File: src/rtl/uart_pkg.sv
// Shared types and constants for the UART frame scheduler.
// Build option: UART_FRAME_CHECKSUM_EN appends an XOR checksum byte.
package uart_pkg;

  typedef enum logic [2:0] {
    S_IDLE      = 3'd0,
    S_ARB       = 3'd1,
    S_LOAD      = 3'd2,
    S_STROBE    = 3'd3,
    S_WAIT_LOW  = 3'd4,
    S_WAIT_HIGH = 3'd5,
    S_DONE      = 3'd6
  } state_t;

  localparam logic [7:0] SYNC_DEF = 8'hA5;
  localparam logic [7:0] ID0_DEF  = 8'h01;
  localparam logic [7:0] ID1_DEF  = 8'h02;

`ifdef UART_FRAME_CHECKSUM_EN
  localparam int FRAME_LEN = 5;
`else
  localparam int FRAME_LEN = 4;
`endif

  localparam int IDX_W = 3;

endpackage

File: src/rtl/uart_rr_arb.sv
// Two-way round-robin arbiter; last_grant resets to 1 so req0 wins
// the first tie.
module uart_rr_arb
  import uart_pkg::*;
(
  input  logic clk,
  input  logic reset,
  input  logic i_req0,
  input  logic i_req1,
  input  logic i_take,
  output logic o_valid,
  output logic o_gnt
);

  logic r_last;
  logic w_gnt;

  always_comb begin
    w_gnt = i_req1;
    if (i_req0 && i_req1) begin
      w_gnt = ~r_last;
    end
  end

  always_ff @(posedge clk or posedge reset) begin
    if (reset) begin
      r_last <= 1'b1;
    end else if (i_take && o_valid) begin
      r_last <= w_gnt;
    end
  end

  assign o_valid = i_req0 | i_req1;
  assign o_gnt   = w_gnt;

endmodule

File: src/rtl/uart_frame_sched.sv
// Frames two requesters' payloads onto a byte-wide UART transmitter.
// Build option: UART_FRAME_CHECKSUM_EN adds CHK = ID ^ hi ^ lo.
module uart_frame_sched
  import uart_pkg::*;
#(
  parameter logic [7:0] SYNC_BYTE = SYNC_DEF,
  parameter logic [7:0] ID0       = ID0_DEF,
  parameter logic [7:0] ID1       = ID1_DEF
) (
  input  logic        clk,
  input  logic        reset,
  input  logic        req0,
  input  logic [15:0] data0,
  output logic        ack0,
  input  logic        req1,
  input  logic [15:0] data1,
  output logic        ack1,
  input  logic        tx_ready,
  output logic        start_tx,
  output logic [7:0]  TX_data,
  output logic        busy
);

  localparam logic [IDX_W-1:0] LAST_IDX = IDX_W'(FRAME_LEN - 1);

  state_t           r_state;
  logic [IDX_W-1:0] r_idx;
  logic [15:0]      r_data;
  logic [7:0]       r_id;
  logic             r_who;
  logic [7:0]       r_tx;

  logic             w_valid;
  logic             w_gnt;
  logic [7:0]       w_byte;

  uart_rr_arb u_arb (
    .clk     (clk),
    .reset   (reset),
    .i_req0  (req0),
    .i_req1  (req1),
    .i_take  (r_state == S_ARB),
    .o_valid (w_valid),
    .o_gnt   (w_gnt)
  );

  always_comb begin
    w_byte = SYNC_BYTE;
    case (r_idx)
      3'd1:    w_byte = r_id;
      3'd2:    w_byte = r_data[15:8];
      3'd3:    w_byte = r_data[7:0];
`ifdef UART_FRAME_CHECKSUM_EN
      3'd4:    w_byte = r_id ^ r_data[15:8] ^ r_data[7:0];
`endif
      default: w_byte = SYNC_BYTE;
    endcase
  end

  always_ff @(posedge clk or posedge reset) begin
    if (reset) begin
      r_state <= S_IDLE;
      r_idx   <= '0;
      r_data  <= '0;
      r_id    <= '0;
      r_who   <= 1'b0;
      r_tx    <= '0;
    end else begin
      case (r_state)
        S_IDLE: begin
          if (req0 || req1) r_state <= S_ARB;
        end
        S_ARB: begin
          if (w_valid) begin
            r_who   <= w_gnt;
            r_data  <= w_gnt ? data1 : data0;
            r_id    <= w_gnt ? ID1 : ID0;
            r_idx   <= '0;
            r_state <= S_LOAD;
          end else begin
            r_state <= S_IDLE;
          end
        end
        S_LOAD: begin
          r_tx <= w_byte;
          if (tx_ready) r_state <= S_STROBE;
        end
        // Ready lost before the strobe: go back and wait again
        S_STROBE: begin
          r_state <= tx_ready ? S_WAIT_LOW : S_LOAD;
        end
        S_WAIT_LOW: begin
          if (!tx_ready) r_state <= S_WAIT_HIGH;
        end
        S_WAIT_HIGH: begin
          if (tx_ready) begin
            if (r_idx == LAST_IDX) begin
              r_state <= S_DONE;
            end else begin
              r_idx   <= r_idx + 1'b1;
              r_state <= S_LOAD;
            end
          end
        end
        S_DONE: begin
          r_state <= S_IDLE;
        end
        default: r_state <= S_IDLE;
      endcase
    end
  end

  assign start_tx = (r_state == S_STROBE) && tx_ready;
  assign ack0     = (r_state == S_DONE) && !r_who;
  assign ack1     = (r_state == S_DONE) && r_who;
  assign busy     = (r_state != S_IDLE);
  assign TX_data  = r_tx;

endmodule

File: config.mk
export PLATFORM = sky130hd
export DESIGN_NAME = uart_frame_sched
export DESIGN_NICKNAME = d
export VERILOG_FILES = /design/src/rtl/uart_pkg.sv /design/src/rtl/uart_rr_arb.sv /design/src/rtl/uart_frame_sched.sv
export SDC_FILE = /design/constraint.sdc
export NUM_CORES = 1
export LEC_CHECK = 0
export CAP_MARGIN = 20
export CORE_MARGIN = 5
export CORE_UTILIZATION = 48
export CTS_CLUSTER_SIZE = 16
export DETAILED_ROUTE_END_ITERATION = 16
export PLACE_DENSITY = 0.78
export SLEW_MARGIN = 10
export SYNTH_ARGS = -nofsm -noshare
export SYNTH_HDL_FRONTEND = slang
export SYNTH_HIERARCHICAL = 1
export SYNTH_SLANG_ARGS = --single-unit
File: constraint.sdc
create_clock -name clk -period 2.5 [get_ports clk]
set_clock_uncertainty 0.2 [all_clocks]
set_input_delay 0.25 -clock clk [delete_from_list [all_inputs] [get_ports clk]]
set_output_delay 0.25 -clock clk [all_outputs]
set_load 0.02 [all_outputs]
==> impl_metrics.env <==
export IMPL_status="complete, no violations"
export IMPL_coreArea_mm2=0.003633
export IMPL_cp_arrival_ns=1.91
export IMPL_synth_area_per_cell_um2=10.26
export IMPL_cts_buffers=5
export IMPL_seq_area_frac_synth_pct=46.61
export IMPL_wl_per_cell_um=14.99
export IMPL_ys_ff_latch=33
export IMPL_synth_nets=214
export IMPL_hold_buffers=0
export IMPL_clk_latency_ns=0.28
export IMPL_nFillCells=317
export IMPL_first_iter_violations=83
export IMPL_netlist_area_mm2=0.001774
export IMPL_combPwrFrac_pct=36.1
export IMPL_io_pin_count=49
export IMPL_antennaDiodeCount=0
export IMPL_wl_met2_um=2023
export IMPL_fmax_mhz=423.9
export IMPL_finalCriticalPeriod_ns=2.359
export IMPL_vias=1433
export IMPL_route_detailed_drc=0
export IMPL_wl_um=4016
export IMPL_cp_end_kind="output port"
export IMPL_dr_pass1_iters=5
export IMPL_power_density_mw_per_mm2=1022
export IMPL_clkSinkCount=33
export IMPL_total_leakage_power_uw=0.001008
export IMPL_syn_inst=173
export IMPL_cts_resized=0
export IMPL_dp_hpwl_um=2979
export IMPL_cts_root_buf="clkbuf_8"
export IMPL_max_cap_violations=0
export IMPL_synth_area_leaders="dfrtp_1, mux2i_1, o21ai_0"
export IMPL_dp_cells=260
export IMPL_path_clk_slew_ns=0.07
export IMPL_grt_pass1_wl_um=6617
export IMPL_track_usage_pct=16.25
export IMPL_routed_via_density=5.347
export IMPL_top_layer_used="met4"
export IMPL_period_share_pct=94.37
export IMPL_antenna_found_initial=0
export IMPL_p_int_uw=1579
export IMPL_clockBufferDepth=2
export IMPL_grt_max_degree=34
export IMPL_p_sw_share_pct=35.15
export IMPL_gp_congestion=0.8250
export IMPL_finalNonFillerCells=268
export IMPL_synth_top_cell_area_share_pct=45.13
export IMPL_drive_gt1_share_pct=10.00
export IMPL_post_cts_setup_buffers=0
export IMPL_synth_edff_count=0
export IMPL_die_area_mm2=0.005012
export IMPL_criticalPathCategory="reg -> out"
export IMPL_wl_met3_um=183
export IMPL_synthArstFlopShare_pct=100.0
export IMPL_grt_pass1_vias=1459
export IMPL_crit_fanout=12
export IMPL_hold_viol_final=0
export IMPL_grt_overflow=0
export IMPL_p_sw_uw=855.8
export IMPL_nets=260
export IMPL_ys_flop_type="dfrtp_1"
export IMPL_power_frac_seq_pct=39.5
export IMPL_start_util_pct=48.83
export IMPL_worstHoldPathType="in -> async"
export IMPL_tightest_slew_ns=0.6178
export IMPL_htreeDepth=2
export IMPL_row_count=22
export IMPL_p_clk_share_pct=24.4
export IMPL_setup_violations=0
export IMPL_drt_met1_wl_um=1762
export IMPL_die_x_um=70.80
export IMPL_yosysWarnings=6
export IMPL_final_cell_mix="clkdlybuf4s50_1, dfrtp_1, nand2_1"
export IMPL_setup_tns_ns=0
export IMPL_start_kind="flip-flop"
export IMPL_utilization_pct=65.56
export IMPL_ff2ff_path_depth=5
export IMPL_yosys_area_top_type="dfrtp_1"
export IMPL_port_buffers=48
export IMPL_rsz0062_at_grt="false"
export IMPL_cts_tree="built"
export IMPL_report_final_slew_viol_count=0
export IMPL_ir_drop_uv=559.3
export IMPL_drtAntennaViolNets=0
export IMPL_final_common_cell="clkdlybuf4s50_1"
export IMPL_synth_cell_type_count=42
export IMPL_syn_to_final_growth_pct=34.27
export IMPL_critical_path_required_ns=2.05
export IMPL_relSlewSlack_pct=58.77
export IMPL_die_h_um=70.80
-- path summary, 6_finish.rpt --
check | slack [ns] | startpoint | end
min reg2reg | 0.29 | r_data[2] | r_data[2]
min in group clk | 0.29 | r_data[2] | r_data[2]
min | 0.09 | reset | u_arb/r_last
max in group asynchronous | 1.63 | reset | r_data[13]
max | 0.14 | r_state[0] | start_tx
max reg2reg | 0.44 | r_idx[1] | r_idx[1]
-- layout make-up --
class                      instances  area, µm²  area share (%)
clock buffer                       5      68.82           2.889
multi-input combinational        121      828.3           34.77
sequential                        33      827.0           34.72
clock inverter                     3      65.06           2.731
tap                               48      60.06           2.521
inverter                           6      22.52          0.9454
timing repair buffer              52      510.5           21.43
-- worst max-delay path, stage by stage (launching register included) --
cell and delay (ns):
dfrtp_1 0.58, nand2_1 0.15, nor3b_1 0.25, clkdlybuf4s50_1 0.65
-- layer usage --
metal	global-route usage, %	vias to the layer above
li1	-	705
met1	21.57	683
met2	26.47	39
met3	3.977	6
met4	4.593	0
met5	0	-
-- state kept, by name, indices dropped and copies added, names as in the netlist --
| name | count |
|---|---|
| r_data | 16 |
| TX_data | 8 |
| r_idx | 3 |
| r_state | 3 |
| r_id | 1 |
| r_who | 1 |
| u_arb/r_last | 1 |
-- per-stage QoR --
| stage | setup WS (ns) | total power (µW) | hold slack [ns] | area (µm²) |
|---|---|---|---|---|
| 6_report | 0.1409 | 2435 | 0.08922 | 2382 |
| 3_3_place_gp | 0.3303 | 1791 | 0.2630 | 2248 |
| 3_5_place_dp | 0.3392 | 1848 | 0.2772 | 2248 |
| 4_1_cts | 0.1191 | 2451 | 0.08638 | 2382 |
| 5_1_grt | 0.004857 | 2589 | 0.1073 | 2382 |
| 2_1_floorplan | 0.7636 | 1605 | -0.06030 | 1774 |
-- cell usage after synthesis (all sizes together) (2+ instances only) --
master / n
clkbuf: 5
nor3b: 3
nor3: 2
inv: 6
nand2: 21
mux2i: 17
a21oi: 5
a211oi: 2
nand3b: 2
dfrtp: 32
nor2: 11
a222oi: 2
o21ai: 20
buf: 8
nor2b: 3
ha: 4
a22oi: 6
a211o: 2
and4bb: 2
a31oi: 5
o21bai: 2
-- kinds of logic (layout without fill, tap and decap cells) --
kind of cell	count (synthesis)	in the layout	synth area share [%]
compound gates	48	48	17.91
mux	17	17	9.591
simple gates	52	52	16.15
buf+inv	19	66	6.911
fa+ha+maj	4	4	2.821
flops	33	33	46.62
-- power groups by stage --
| stage | Clock, µW | Sequential, µW | Combinational (µW) |
|---|---|---|---|
| after floorplan | 0 | 918 | 687 |
| after global placement | 0 | 945 | 847 |
| after detailed placement | 0 | 969 | 879 |
| after CTS | 601 | 963 | 887 |
| after global routing | 625 | 995 | 969 |
| final | 593 | 962 | 879 |
Power figures use the tool's default switching activity.
==> edit: new RTL, same settings <==
Change the package constant `IDX_W` from 3 to 4.
--- a/src/rtl/uart_pkg.sv
+++ b/src/rtl/uart_pkg.sv
@@ -22,7 +22,7 @@
   localparam int FRAME_LEN = 4;
 `endif
 
-  localparam int IDX_W = 3;
+  localparam int IDX_W = 4;
 
 endpackage
 
Formal check against the unedited RTL: no difference found for any inputs over 10 cycles, from zero or initial values and one cycle with reset high; that may be too few to reach the edited logic, so the function may still have changed.
==> edit against the original RTL <==
Wire length shrank 1.8%; cell area grew 0.37%; sequential cell count grew 1; sequential share of layout area grew 0.92 points; via count grew 4.3%; worst setup slack gained 0.11 ns; utilization shrank 0.25 points; largest power group unchanged; register-to-register slack lost 0.05 ns; power shrank 9.2%; largest cell class unchanged; critical path depth shrank 1; hold slack gained 0.0037 ns; area after synthesis grew 1.5%.
==> edit: results (changes against the original RTL) <==
status: complete, no violations
placed cell areas: 2296 um^2 (+2.1%)
count of cell types in the netlist: 41 (-2.4%)
clk sinks: 34 (+3.0%)
share of cells above drive strength 1: 8.370% (-1.6 points)
critical path peak fanout: 13 (+1)
smallest hold slack: 0.09288 ns (+0.003661 ns)
Post-Route WL: 3945 um (-1.8%)
Static Leak: 1.057 nW (+4.9%)
sequential share of power: 43.4% (+3.9 points)
Met1 Wirelength: 1727 um (-2.0%)
worst reg2reg setup slack: 0.39 ns (-0.05 ns)
met2 wire len: 1953 um (-3.5%)
slowest cell on the critical path: clkdlybuf4s50_1
worst hold path class: in2async
#MultiIn Comb: 128 (+5.8%)
P_int: 1.389 mW (-12%)
non-clk buf share: 21.35% (-0.079 points)
detailed placer's ending HPWL: 3017 um (+1.3%)
Combinational Power Share: 38.0% (+1.9 points)
Layout clock area frac: 3.977% (-1.6 points)
RR Startpoint: r_idx[0]$_DFFE_PP0P_
arrival time worst endpoint: 1.80 ns (-0.11 ns)
top cells by area, synth: dfrtp_1 (46%), mux2i_1 (11%), nand2_1 (6.7%)
Area Overhead vs Synth: 32.80%
largest reg by FF count: r_data
post-DR wirelength/cell: 14.35 um (-4.3%)
pwr/cell area: 924.7 nW/um^2 (-9.5%)
Mapped Nets: 223 (+4.2%)
fin crit period: 2.254 ns (-0.1053 ns)
total track usage: 16.51% (+0.27 points)
NumNets Final: 266 (+2.3%)
post-synthesis sequential area ratio: 47.32% (+0.71 points)
register area: 852.1 um^2 (+3.0%)
GR Util met2: 27.45% (+0.98 points)
CLK BUF: 6 (+1)
Signal inverters: 5 (-1)
Slew @ Worst Pin: 0.6189 ns (+0.001062 ns)
M1 GR Usage: 20.29% (-1.3 points)
Mean Syn Cell Area: 9.839 um^2 (-4.1%)
vias in the first global route: 1538 (+5.4%)
GR Util met3: 3.647% (-0.33 points)
FILL cells: 310 (-2.2%)
Die Wd: 71.25 um (+0.64%)
max reg flops: 16 (unchanged)
largest net degree at the start of global routing: 38 (+12%)
commonest cells in the netlist: dfrtp_1 (33), nand2_1 (32), o21ai_0 (20), mux2i_1 (19)
edit: changes by cell type after synthesis, moves of 4 or more:
cell / change
nand2_1: +11
buf_2: +6
nor2_1: -6
buf_6: -4
clkbuf_1: +4
nand2b_1: +4
edit: kinds of logic after synthesis:
group,count (synthesis),share of synthesized area [%]
fa+ha+maj,3,2.085
compound gates,45,17.03
simple gates,61,17.58
mux,19,10.56
buf+inv,21,5.420
flops,34,47.32
edit: how the worst max path moves through the flow:
stage	to	slack (ns)	cells after the start	from
floorplan	TX_data[2]$_DFFE_PP0P_	0.78	6	r_idx[0]$_DFFE_PP0P_
global placement	r_idx[0]$_DFFE_PP0P_	0.51	4	r_idx[0]$_DFFE_PP0P_
detailed placement	r_idx[0]$_DFFE_PP0P_	0.42	4	r_idx[0]$_DFFE_PP0P_
CTS	ack0	0.24	2	r_state[1]$_DFFE_PP0P_
global route	ack0	0.13	2	r_state[1]$_DFFE_PP0P_
finish	ack0	0.25	2	r_state[1]$_DFFE_PP0P_
